==> src/rtl/piso_shift_tx_pkg.sv <==
// piso_pkg -- shared definitions for the piso_shift_tx serialiser.
//   state_t   : FSM state enumeration (IDLE, SHIFT, PARITY)
//   SOUT_IDLE : level driven on sout while no word is in flight
// PARITY is only entered when the PISO_PARITY_EN macro is defined.
package piso_pkg;

  typedef enum logic [1:0] {
    IDLE   = 2'd0,
    SHIFT  = 2'd1,
    PARITY = 2'd2
  } state_t;

  localparam logic SOUT_IDLE = 1'b1;

endpackage

==> src/rtl/piso_shift_tx_if.sv <==
// piso_shift_tx_if -- load handshake and serial output bundle.
//   bit_en      : shift strobe, consumes the current serial bit
//   load_valid  : parallel word offered
//   din         : parallel word, sampled only on accept
//   load_ready  : serialiser can accept a word
//   sout        : serial data (idle high)
//   sout_valid  : sout carries a data or parity bit
//   busy        : word in progress
//   done        : one-cycle pulse after the final bit is consumed
// Modports: master = producer/consumer side, slave = serialiser.
interface piso_shift_tx_if #(
  parameter int WIDTH = 8
);

  logic             bit_en;
  logic             load_valid;
  logic [WIDTH-1:0] din;
  logic             load_ready;
  logic             sout;
  logic             sout_valid;
  logic             busy;
  logic             done;

  modport master (
    output bit_en, load_valid, din,
    input  load_ready, sout, sout_valid, busy, done
  );

  modport slave (
    input  bit_en, load_valid, din,
    output load_ready, sout, sout_valid, busy, done
  );

endinterface

==> src/rtl/piso_shift_tx_bit_counter.sv <==
// piso_bit_counter -- modulo-MODULUS bit counter for the serialiser.
//   clk : clock, rising edge
//   rst : synchronous active-low reset, clears the count
//   clr : synchronous clear (new word accepted)
//   en  : advance by one
//   tc  : terminal count, high while count == MODULUS-1
// The count wraps to zero on an enabled terminal count, so it never
// exceeds MODULUS-1.
module piso_bit_counter #(
  parameter int MODULUS = 8
) (
  input  logic clk,
  input  logic rst,
  input  logic clr,
  input  logic en,
  output logic tc
);

  localparam int CW = $clog2(MODULUS + 1);

  logic [CW-1:0] count;

  assign tc = (count == CW'(MODULUS - 1));

  always_ff @(posedge clk) begin
    if (!rst || clr) begin
      count <= '0;
    end else if (en) begin
      count <= tc ? '0 : count + CW'(1);
    end
  end

endmodule

==> src/rtl/piso_shift_tx.sv <==
// piso_shift_tx -- parallel-in / serial-out word transmitter.
//   clk : clock, all state updates on the rising edge
//   rst : synchronous active-low reset
//   bus : piso_shift_tx_if.slave (load handshake + serial output)
// Parameters:
//   WIDTH     : data bits per word (2..32)
//   LSB_FIRST : 0 = MSB shifted first, 1 = LSB shifted first
// Optional feature: define PISO_PARITY_EN to append one even-parity bit
// after the data bits (WIDTH+1 bits per word).
module piso_shift_tx
  import piso_pkg::*;
#(
  parameter int WIDTH     = 8,
  parameter bit LSB_FIRST = 1'b0
) (
  input logic              clk,
  input logic              rst,
  piso_shift_tx_if.slave   bus
);

  state_t           state;
  state_t           state_next;
  logic [WIDTH-1:0] shreg;
  logic             done_q;
  logic             accept;
  logic             consume;
  logic             final_consume;
  logic             tc;
  logic             head;
  logic             load_ready;
  logic             sout;
  logic             sout_valid;
  logic             busy;
`ifdef PISO_PARITY_EN
  logic             parity_q;
`endif

  assign accept  = bus.load_valid && (state == IDLE);
  assign consume = (state == SHIFT) && bus.bit_en;
  assign head    = LSB_FIRST ? shreg[0] : shreg[WIDTH-1];

  piso_bit_counter #(
    .MODULUS (WIDTH)
  ) u_bit_counter (
    .clk (clk),
    .rst (rst),
    .clr (accept),
    .en  (consume),
    .tc  (tc)
  );

  always_ff @(posedge clk) begin
    if (!rst) begin
      state <= IDLE;
    end else begin
      state <= state_next;
    end
  end

  always_comb begin
    state_next    = state;
    final_consume = 1'b0;
    load_ready    = 1'b0;
    sout          = SOUT_IDLE;
    sout_valid    = 1'b0;
    busy          = 1'b0;
    unique case (state)
      IDLE: begin
        load_ready = 1'b1;
        if (bus.load_valid) begin
          state_next = SHIFT;
        end
      end
      SHIFT: begin
        sout       = head;
        sout_valid = 1'b1;
        busy       = 1'b1;
        if (bus.bit_en && tc) begin
`ifdef PISO_PARITY_EN
          state_next = PARITY;
`else
          state_next    = IDLE;
          final_consume = 1'b1;
`endif
        end
      end
`ifdef PISO_PARITY_EN
      PARITY: begin
        sout       = parity_q;
        sout_valid = 1'b1;
        busy       = 1'b1;
        if (bus.bit_en) begin
          state_next    = IDLE;
          final_consume = 1'b1;
        end
      end
`endif
      default: begin
        state_next = IDLE;
      end
    endcase
  end

  // Shift register and done pulse; the word only moves on a consumed
  // bit so sout holds while bit_en is low.
  always_ff @(posedge clk) begin
    if (!rst) begin
      shreg  <= '0;
      done_q <= 1'b0;
    end else begin
      done_q <= final_consume;
      if (accept) begin
        shreg <= bus.din;
      end else if (consume) begin
        shreg <= LSB_FIRST ? (shreg >> 1) : (shreg << 1);
      end
    end
  end

`ifdef PISO_PARITY_EN
  // Parity is taken from the word as latched, before any shifting.
  always_ff @(posedge clk) begin
    if (!rst) begin
      parity_q <= 1'b0;
    end else if (accept) begin
      parity_q <= ^bus.din;
    end
  end
`endif

  assign bus.load_ready = load_ready;
  assign bus.sout       = sout;
  assign bus.sout_valid = sout_valid;
  assign bus.busy       = busy;
  assign bus.done       = done_q;

endmodule

==> src/flat_wrapper.sv <==
// flat-port wrapper written by rule: the top's interface ports become plain ports
module piso_shift_tx_flat import piso_pkg::*;
#(
  parameter int WIDTH     = 8,
  parameter bit LSB_FIRST = 1'b0
)
  (clk, rst, bus_bit_en, bus_load_valid, bus_din, bus_load_ready, bus_sout, bus_sout_valid, bus_busy, bus_done);
  piso_shift_tx_if #(.WIDTH(WIDTH)) bus_i ();
  input logic clk;
  input logic rst;
  input wire logic [$bits(bus_i.bit_en)-1:0] bus_bit_en;
  input wire logic [$bits(bus_i.load_valid)-1:0] bus_load_valid;
  input wire logic [$bits(bus_i.din)-1:0] bus_din;
  output wire logic [$bits(bus_i.load_ready)-1:0] bus_load_ready;
  output wire logic [$bits(bus_i.sout)-1:0] bus_sout;
  output wire logic [$bits(bus_i.sout_valid)-1:0] bus_sout_valid;
  output wire logic [$bits(bus_i.busy)-1:0] bus_busy;
  output wire logic [$bits(bus_i.done)-1:0] bus_done;
  assign bus_i.bit_en = bus_bit_en;
  assign bus_i.load_valid = bus_load_valid;
  assign bus_i.din = bus_din;
  assign bus_load_ready = bus_i.load_ready;
  assign bus_sout = bus_i.sout;
  assign bus_sout_valid = bus_i.sout_valid;
  assign bus_busy = bus_i.busy;
  assign bus_done = bus_i.done;
  piso_shift_tx #(.WIDTH(WIDTH), .LSB_FIRST(LSB_FIRST)) u_core (.clk(clk), .rst(rst), .bus(bus_i));
endmodule
==> config.mk <==
export PLATFORM = sky130hd
export DESIGN_NAME = piso_shift_tx_flat
export DESIGN_NICKNAME = d
export VERILOG_FILES = /design/src/rtl/piso_shift_tx_pkg.sv /design/src/rtl/piso_shift_tx_if.sv /design/src/rtl/piso_shift_tx_bit_counter.sv /design/src/rtl/piso_shift_tx.sv /design/src/flat_wrapper.sv
export SDC_FILE = /design/constraint.sdc
export NUM_CORES = 1
export LEC_CHECK = 0
export CAP_MARGIN = 0
export CORE_AREA = 5 5 46 48
export DETAILED_ROUTE_END_ITERATION = 10
export DIE_AREA = 0 0 51 53
export GPL_ROUTABILITY_DRIVEN = 0
export PLACE_DENSITY = 0.66
export REMOVE_ABC_BUFFERS = 1
export SLEW_MARGIN = 5
export SYNTH_ARGS = -nofsm -noshare
export SYNTH_HDL_FRONTEND = slang
export SYNTH_SLANG_ARGS = --single-unit
==> constraint.sdc <==
create_clock -name clk -period 2.95 [get_ports clk]
set_clock_uncertainty 0.05 [all_clocks]
set_input_delay 0.295 -clock clk [delete_from_list [all_inputs] [get_ports clk]]
set_output_delay 0.295 -clock clk [all_outputs]
set_load 0.01 [all_outputs]
-- Word level (Yosys, flattened, before mapping)
Cells that the tools add are included.
- register bits after elaboration: 15
- input port bits: 12
- output and inout bits: 5
- word-level logic and storage cells: 28
- add/subtract/negate cells: 1
- equal/unequal tests: 4
- muxes and demuxes: 10
- reductions and logical operators: 9
- operators with widths (operator ; number):
    8-bit 2-to-1 mux ; 2
    4-bit by 1-bit adder with 4-bit output (second input constant) ; 1
    4-bit by 3-bit equality test with 1-bit output (second input constant) ; 1
    1-bit 2-to-1 mux ; 4
    2-bit 2-to-1 mux ; 2
    4-bit 2-to-1 mux ; 1
    2-bit != test (second input constant) ; 2
    2-bit one-hot mux with 2 select lines ; 1
    2-bit AND reduction ; 2
    1-bit logical AND ; 3
    2-bit by 1-bit equality test with 1-bit output (second input constant) ; 1
    2-bit zero test ; 1
    2-bit nonzero test ; 1
    1-bit zero test ; 1
    1-bit logical OR ; 1

-- Depth between registers and ports, before layout
Gate-level depths: netlist of the first run.
- word-level depth: 4
- mapped depth: 5

-- Cells and area by module
Synthesis of the first run repeated with hierarchy kept, for this count alone.
- cells, all modules: 73
- area, all modules: 619.3 sq um
- by module, submodules not included (module ; instances ; cells an instance ; area each (sq um) ; seq. area each (sq um)):
    piso_shift_tx ; 1 ; 54 ; 431.7 ; 200.2
    piso_bit_counter ; 1 ; 19 ; 187.7 ; 80.1

-- Worst setup path before layout of the first run
No wires, ideal clock.
- path kind: register to register
- start: register u_core.state[0]
- end: register u_core.u_bit_counter.count[3]
- library setup time: 0.066 ns
- arrival time: 1.178 ns
- slack: 1.656 ns
- cell stages (with the launch flop): 5
- buffers on the path: 1
- clock period less this slack: 1.294 ns
- cell sequence: dfxtp_1 buf_6 nand2_4 or4_4 a21oi_2
- longest elaborated chain between the ends: 3
- elaborated cells on any way between the ends: 5
- classes of those cells: eq/ne: 1; reduce/logical: 4
- ends and longest elaborated chain (item ; RTL line ; text):
    start, declared ; piso_shift_tx.sv:21 ; state_t state;
    start signal, assigned ; piso_shift_tx.sv:56 ; state <= state_next;
    2-bit zero test ; piso_shift_tx.sv:38 ; assign accept = bus.load_valid && (state == IDLE);
    1-bit logical AND ; piso_shift_tx.sv:38 ;
    1-bit logical OR ; piso_shift_tx_bit_counter.sv:26 ; if (!rst || clr) begin
    end signal, assigned ; piso_shift_tx_bit_counter.sv:29 ; count <= tc ? '0 : count + CW'(1);
    end, declared ; piso_shift_tx_bit_counter.sv:21 ; logic [CW-1:0] count;
Several ways; a longest one is shown, not always the timed one.
A chain may end at the register's enable or synchronous reset.

-- Worst setup path in the final report of the first run
- start: register u_core.state[0]
- end: output bus_busy
- longest elaborated chain between the ends: 2
- ends and longest elaborated chain (item ; RTL line ; text):
    2-bit by 1-bit equality test with 1-bit output ; piso_shift_tx.sv:67 ; unique case (state)
    1-bit 2-to-1 mux ; piso_shift_tx.sv:67 ;
    end, declared ; flat_wrapper.sv:17 ; output wire logic [$bits(bus_i.busy)-1:0] bus_busy;
No other way between the ends.

==> results of run 1 <==
## metrics by stage
stage	cell area, um^2	hold slack [ns]
after floorplan	593	0.361
after global placement	774	0.389
after detailed placement	774	0.411
after CTS	811	0.423
after global routing	811	0.449
final	811	0.419
## cell usage after synthesis, drive strengths merged
| cell | instances |
|---|---|
| mux2i | 1 |
| o221ai | 1 |
| nand3 | 2 |
| nor3 | 1 |
| nor2b | 1 |
| a31oi | 1 |
| a22oi | 5 |
| nand2 | 15 |
| and3 | 1 |
| ha | 1 |
| a21boi | 5 |
| a21oi | 5 |
| o21ai | 3 |
| buf | 3 |
| nor2 | 2 |
| dfxtp | 14 |
| or4 | 1 |
| or3 | 1 |
| and2 | 1 |
| xor2 | 1 |
| inv | 1 |
| nand2b | 2 |
| clkbuf | 2 |
| and3b | 1 |
## worst max-delay path by stage
stage	slack, ns	depth (start not counted)	to
after floorplan	1.54	3	u_core.u_bit_counter.count[3]$_SDFFE_PP0P_
after global placement	1.25	4	u_core.u_bit_counter.count[3]$_SDFFE_PP0P_
after detailed placement	1.26	4	u_core.u_bit_counter.count[3]$_SDFFE_PP0P_
after CTS	1.14	1	bus_busy
after global routing	1.07	1	bus_busy
final	1.15	1	bus_busy
## cell type report
type	instances	area [um^2]
inverters	1	3.75
repair buffers	16	160
flip-flops and latches	14	280
well taps	17	21.3
clock buffers	4	36.3
multi-input cells	51	309
fillers	166	860
## kinds of logic after synthesis
family,share of synthesized area
simple gates,0.230
fa+ha+maj,0.0200
compound gates,0.214
buf+inv,0.0561
xor+xnor,0.0140
flops,0.449
mux,0.0160
## registers in the layout, summed over array words and instances, names as in the netlist
| register | flops |
|---|---|
| u_core.shreg | 8 |
| u_core.u_bit_counter.count | 4 |
| u_core.bus.done | 1 |
| u_core.state | 1 |
## power by group
| part | internal (mW) | leakage, nW | switching (mW) |
|---|---|---|---|
| combinational | 0.0303 | 0.170 | 0.0240 |
| clock | 0.0751 | 0.0210 | 0.0618 |
| sequential | 0.198 | 0.115 | 0.00740 |
| total | 0.303 | 0.306 | 0.0932 |
## worst min-delay path: stages, from the launching register on
cell      delay [ns]
dfxtp_1         0.31
nand2_1         0.04
a21boi_0        0.07
## per-layer routing
layer,track usage,vias to the layer above,wire [um]
li1,-,279,-
met1,0.138,233,661
met3,0.0254,2,71
met2,0.148,15,549
met5,0,-,0
met4,0.108,0,28
==> metrics.txt, run 1 <==
status complete, no violations; Resize count post-CTS 0; Period minus WS final 1.80 ns; synth warn 0; startpoint types flip-flop; RSZ-0062 raised after global routing no; Area Overhead vs Synth 29.9%; leading cell types by total area after synthesis dfxtp_1, nand2_1, a21boi_0, a22oi_1, a21oi_1; CTS tree built; final core utilization 0.485; Mapped Area between 600 and 700 um^2; Fin Setup TNS 0 ns; htree depth 1; Worst setup startpoint u_core.state[0]$_SDFFE_PN0P_; hold_buf cts 0; number of buffers added on ports 16; post-DP HPWL slightly below 1000 um; final period utilization 0.610; gr ovfl total 0; FF-to-FF setup slack ~1.5 ns; hold_sp u_core.shreg[7]$_SDFFE_PN0P_; Core Footprint 0.00167 mm^2; Die Width between 50 and 60 um; maxcap violations 0; CTS Buffer Depth 2; IO Pins 17; Crit path max-delay family buffers and inverters; number of distinct library cells after synthesis 28; Post-CTS Setup Repair Bufs 0; Worst R2R End u_core.shreg[5]$_SDFFE_PN0P_; DR vias/cell 5.14; gr usage total 0.109; Fin. Hold Viols 0; crit path cell chain clkdlybuf4s50_1; share of layout cells above drive strength 1 0.0814; worst min-delay path class reg2reg; Leak 0.306 nW; CTS clk-pin slew, worst paths 0.08 ns; VDD IR-drop max about 0.27 mV; drt drc 0; Initial Utilization 0.374; WP data arrival roughly 1.5 ns; CP Class reg2out; post-detailed-route count of antenna-violating nets 0; commonest cells after routing, fill and taps aside clkdlybuf4s50_1, nand2_1, dfxtp_1, a22oi_1, a21boi_0; cell taking the most area after synthesis dfxtp_1; pin count of the biggest net entering global routing 12; vias 529; Worst-Margin Slew about 0.45 ns; PD cells 489 mW/mm^2; CTS sink cnt 14; Place WS about 1.3 ns; initial drt markers 9; most common cell after layout, fill and taps aside clkdlybuf4s50_1; achievable frequency around 0.56 GHz; vias in the first global route approximately 480; number of placement rows 15; CP bufs+invs 1; CP Max Fanout 11; Placed Instances 99; DR WL/cell about 13 um; CTS buffer count 3; drt pass-1 iters 4; Seq/Total Area, Yosys 0.449; Worst slew margin 0.690; slowest stage cell on the critical path clkdlybuf4s50_1; Synth top area share 0.449; final setup fails 0; Clock Latency Late Sink around 0.28 ns; Die ar. 0.00270 mm^2; CP max stage delay 0.62 ns; setup slack after layout 1.15 ns; crit path capture type output port; post-synthesis instance total slightly above 70; Die H between 50 and 60 um; overall power 0.396 mW; antenna cells 0; Hold Crit Endpoint u_core.shreg[7]$_SDFFE_PN0P_; first-pass GRT wire length about 2100 um; post-route insts no fill roughly 100; Synth Area per Inst about 9 um^2; hold depth 2; WP data required about 2.6 ns; Critical R2R Launch u_core.state[0]$_SDFFE_PN0P_; Pins Over Slew Limit 0; CTS root buffer clkbuf_4; Worst Reg-to-Reg Cells 3; initial antenna violation count 0; Post-Route WL 1310 um; Synth Register Bits 14; fin nets 100
(Power assumes the default switching activity.)
==> run 2: changes to the inputs <==
PLACE_DENSITY = 0.68   (was 0.66)
clock period = 1.5 ns   (was 2.95 ns; I/O delays follow)
==> metrics.txt, run 2 (synthesis gave the netlist of run 1 again) <==
Worst slew margin 0.770; PD cells slightly above 900 mW/mm^2; Initial Utilization 0.374; CTS sink cnt 14; worst min-delay path class in2reg; CTS root buffer clkbuf_4; WP data required about 1.3 ns; Worst Reg-to-Reg Cells 4; most common cell after layout, fill and taps aside clkdlybuf4s50_1; gr ovfl total 0; maxcap violations 0; CP Max Fanout 7; pin count of the biggest net entering global routing 12; vias around 570; Die ar. about 0.0027 mm^2; drt pass-1 iters 4; Largest regs u_core.shreg (8), u_core.u_bit_counter.count (4); Clock Latency Late Sink 0.29 ns; CTS tree built; number of buffers added on ports 16; number of placement rows 15; commonest cells after routing, fill and taps aside clkdlybuf4s50_1, nand2_1, dfxtp_1, buf_4; Die H 53 um; RSZ-0062 raised after global routing no; Worst setup startpoint u_core.state[0]$_SDFFE_PN0P_; Fillers approximately 150; Design Area, Final between 800 and 900 um^2; Critical R2R Launch u_core.u_bit_counter.count[0]$_SDFFE_PP0P_; initial antenna violation count 0; Post-Route WL around 1400 um; VDD IR-drop max 0.436 mV; CTS Buffer Depth 2; WP data arrival around 1.3 ns; Worst R2R End u_core.u_bit_counter.count[0]$_SDFFE_PP0P_; FF-to-FF setup slack between 0.15 and 0.2 ns; achievable frequency slightly below 0.7 GHz; status complete, no violations; IO Pins 17; CTS buffer count 3; share of layout cells above drive strength 1 0.152; final setup fails 0; final core utilization 0.515; Area Overhead vs Synth 37.7%; crit path cell chain nand2b_1, clkdlybuf4s50_1; post-detailed-route count of antenna-violating nets 0; overall power just over 0.8 mW; post-DP HPWL 1010 um; Pins Over Slew Limit 0; antenna cells 0; initial drt markers 7; CTS clk-pin slew, worst paths about 0.090 ns; hold_buf cts 0; register name with the most flops u_core.shreg; startpoint types flip-flop; DR vias/cell between 5 and 6; Worst-Margin Slew 0.344 ns; first-pass GRT wire length approximately 2200 um; Period minus WS final around 1.4 ns; Leak approximately 0.34 nW; crit path capture bus_sout; crit path capture type output port; drt drc 0; max reg flops 8; gr usage total 0.120; Die Width 51 um; final period utilization 0.966; Fin. Hold Viols 0; slowest stage cell on the critical path clkdlybuf4s50_1; vias in the first global route 520; CP Class reg2out; CP max stage delay between 0.5 and 0.6 ns; htree depth 1; DR WL/cell ~13 um; Placed Area 797 um^2; Core Footprint 0.00167 mm^2; fin nets approximately 110
-- run 2: changes by cell type in the layout (fill, tap and decap cells not counted) --
cell,delta
buf_4,+6
dfxtp_1,-1
dfxtp_4,+1
-- run 2: worst max-delay path: cells and delay by family, from the launching register on --
kind          cells  cell delay [ns]
buf+inv           1             0.53
simple gates      1             0.06
flops             1             0.37
-- run 2: worst min-delay path by stage --
stage                                        end                         start  slack (ns)  cells after the start
global route        u_core.shreg[0]$_SDFFE_PN0P_                    bus_din[0]        0.37                      3
global placement    u_core.shreg[0]$_SDFFE_PN0P_  u_core.shreg[0]$_SDFFE_PN0P_        0.39                      2
detailed placement  u_core.shreg[0]$_SDFFE_PN0P_  u_core.shreg[0]$_SDFFE_PN0P_        0.40                      2
floorplan           u_core.shreg[0]$_SDFFE_PN0P_                           rst        0.22                      2
finish              u_core.shreg[0]$_SDFFE_PN0P_                    bus_din[0]        0.35                      3
CTS                 u_core.shreg[0]$_SDFFE_PN0P_                    bus_din[0]        0.35                      3
-- run 2: stage by stage --
| stage | hold slack, ns | setup slack, ns | setup TNS (ns) | instances |
|---|---|---|---|---|
| after floorplan | 0.216 | 0.0901 | 0 | 66 |
| after global placement | 0.393 | 0.000805 | 0 | 102 |
| after detailed placement | 0.400 | -0.0214 | -0.0478 | 102 |
| after CTS | 0.348 | 0.00626 | 0 | 106 |
| after global routing | 0.374 | 0.00547 | 0 | 109 |
| final | 0.348 | 0.0512 | 0 | 109 |
-- run 2: metal layers --
metal / track usage / vias to the layer above / part of all wire / wire, um
li1: - / 287 / - / -
met1: 0.131 / 265 / 0.43 / 601
met2: 0.191 / 14 / 0.48 / 662
met3: 0.0197 / 5 / 0.041 / 57
met4: 0.121 / 0 / 0.043 / 60
met5: 0 / - / 0 / 0
-- run 2: area by class of cell --
class	count	area, um^2	share of cell area
inverters	1	3.75	0.00437
multi-input cells	51	309	0.360
clock buffers	4	36.3	0.0422
flip-flops and latches	14	284	0.330
well taps	17	21.3	0.0247
repair buffers	22	205	0.239
-- run 2: what timing repair did --
item / in CTS / in global routing
gates resized for setup: 2 / 0
setup endpoints to repair: 4 / 4
buffers inserted: 0 / 3
-- run 2: report_power, final --
| group | internal (mW) | total (mW) | leakage, nW | switching, mW |
|---|---|---|---|---|
| combinational | 0.0731 | 0.125 | 0.199 | 0.0521 |
| sequential | 0.389 | 0.400 | 0.115 | 0.0114 |
| clock | 0.148 | 0.279 | 0.0210 | 0.131 |
| total | 0.610 | 0.804 | 0.336 | 0.195 |
==> run 3: changes to the inputs <==
--- a/constraint.sdc
+++ b/constraint.sdc
@@ -3,3 +3,3 @@
 set_input_delay 0.15 -clock clk [delete_from_list [all_inputs] [get_ports clk]]
 set_output_delay 0.15 -clock clk [all_outputs]
-set_load 0.01 [all_outputs]
+set_load 0.02 [all_outputs]
==> metrics.txt, run 3 (synthesis gave the netlist of run 1 again) <==
gr ovfl total 0; first-pass GRT wire length ~2100 um; Post-Route WL approximately 1300 um; VDD IR-drop max between 0.5 and 0.6 mV; Die Width between 50 and 60 um; Critical R2R Launch u_core.u_bit_counter.count[0]$_SDFFE_PP0P_; IO Pins 17; CP Max Fanout 1; Clock Latency Late Sink between 0.2 and 0.3 ns; Worst R2R End u_core.u_bit_counter.count[0]$_SDFFE_PP0P_; Worst-Margin Slew approximately 0.35 ns; initial antenna violation count 0; Largest regs u_core.shreg (8), u_core.u_bit_counter.count (4); worst min-delay path class in2reg; WHS roughly 0.36 ns; CTS sink cnt 14; WP data arrival between 1 and 1.5 ns; vias approximately 540; CTS clk-pin slew, worst paths roughly 0.08 ns; number of placement rows 15; CTS buffer count 3; Leak between 0.3 and 0.4 nW; initial drt markers 2; fin nets 103; number of buffers added on ports 16; Pins Over Slew Limit 0; Worst Reg-to-Reg Cells 4; vias in the first global route 497; WP data required 1.30 ns; Worst setup startpoint u_core.bus.done$_SDFF_PN0_; achievable frequency approximately 0.73 GHz; register name with the most flops u_core.shreg; status complete, no violations; WP depth 1; final period utilization 0.915; htree depth 1; CP max stage delay 0.59 ns; commonest cells after routing, fill and taps aside nand2_1, dfxtp_1, clkdlybuf4s50_1, a22oi_1, a21boi_0; Initial Utilization 0.374; slowest stage cell on the critical path clkdlybuf4s50_1; most common cell after layout, fill and taps aside nand2_1; Period minus WS final 1.37 ns; CP Class reg2out; gr usage total 0.107; startpoint types flip-flop; crit path capture bus_done; Post-CTS Setup Repair Bufs 0; CTS root buffer clkbuf_4; antenna cells 0; Fin. Hold Viols 0; PD cells 893 mW/mm^2; crit path capture type output port; crit path cell chain clkdlybuf4s50_1; pin count of the biggest net entering global routing 12; share of layout cells above drive strength 1 0.114; CP bufs+invs 1; Crit path max-delay family buffers and inverters; overall power approximately 0.73 mW; final setup fails 0; maxcap violations 0; Worst slew margin 0.766; drt pass-1 iters 3; Area Overhead vs Synth 30.7%; DR WL/cell 12.2 um; CTS tree built; Die H roughly 53 um; post-detailed-route count of antenna-violating nets 0; max reg flops 8; DR vias/cell 5.10; FF-to-FF setup slack around 0.18 ns; Die ar. roughly 0.0027 mm^2; post-DP HPWL approximately 950 um; Fillers between 150 and 200; Core Footprint around 0.0017 mm^2; CTS Buffer Depth 2; drt drc 0; RSZ-0062 raised after global routing no
[run 3: cell types whose count changed in the layout (fill, tap and decap cells not counted)]
cell             change
dfxtp_4              -1
buf_4                -3
dfxtp_2              +1
clkbuf_8             -1
dlygate4sd2_1        +4
clkdlybuf4s50_1      -4
[run 3: worst min-delay path by stage]
stage | startpoint | to | slack (ns) | depth (start not counted)
floorplan | rst | u_core.shreg[0]$_SDFFE_PN0P_ | 0.22 | 2
global placement | u_core.shreg[0]$_SDFFE_PN0P_ | u_core.shreg[0]$_SDFFE_PN0P_ | 0.40 | 2
detailed placement | u_core.shreg[0]$_SDFFE_PN0P_ | u_core.shreg[0]$_SDFFE_PN0P_ | 0.40 | 2
CTS | bus_din[0] | u_core.shreg[0]$_SDFFE_PN0P_ | 0.36 | 3
global route | bus_din[0] | u_core.shreg[0]$_SDFFE_PN0P_ | 0.37 | 3
finish | bus_din[0] | u_core.shreg[0]$_SDFFE_PN0P_ | 0.36 | 3
[run 3: layout make-up]
type	count	area (um^2)	share of cell area
Tap cell	17	21.3	0.0261
Timing Repair Buffer	19	178	0.218
Sequential cell	14	282	0.345
Inverter	1	3.75	0.00460
Multi-Input combinational cell	51	309	0.379
Clock buffer	3	22.5	0.0276
[run 3: through the flow]
| step | cell area (um^2) | util | std cells | setup slack [ns] | setup TNS (ns) |
|---|---|---|---|---|---|
| 6_report | 816 | 0.488 | 105 | 0.128 | 0 |
| 2_1_floorplan | 593 | - | 66 | -0.0583 | -0.0583 |
| 4_1_cts | 816 | 0.488 | 105 | 0.115 | 0 |
| 3_5_place_dp | 797 | 0.477 | 102 | -0.0359 | -0.0887 |
| 3_3_place_gp | 797 | 0.477 | 102 | -0.00334 | -0.00334 |
| 5_1_grt | 816 | 0.488 | 105 | 0.0686 | 0 |
[run 3: repair_timing]
item / CTS / global route
resized for setup: 5 / 0
endpoints found under the setup margin: 4 / 0
hold buffers: 0 / 0
[run 3: power by group]
group | internal, mW | switching, mW
Sequential | 0.389 | 0.0136
Combinational | 0.0609 | 0.0542
Clock | 0.0931 | 0.117
Total | 0.543 | 0.185
[run 3: metal layers]
layer  global-route usage  share of wire
met2                0.159           0.43
met5                    0              0
met1                0.137           0.49
met3               0.0197          0.051
met4               0.0807          0.028
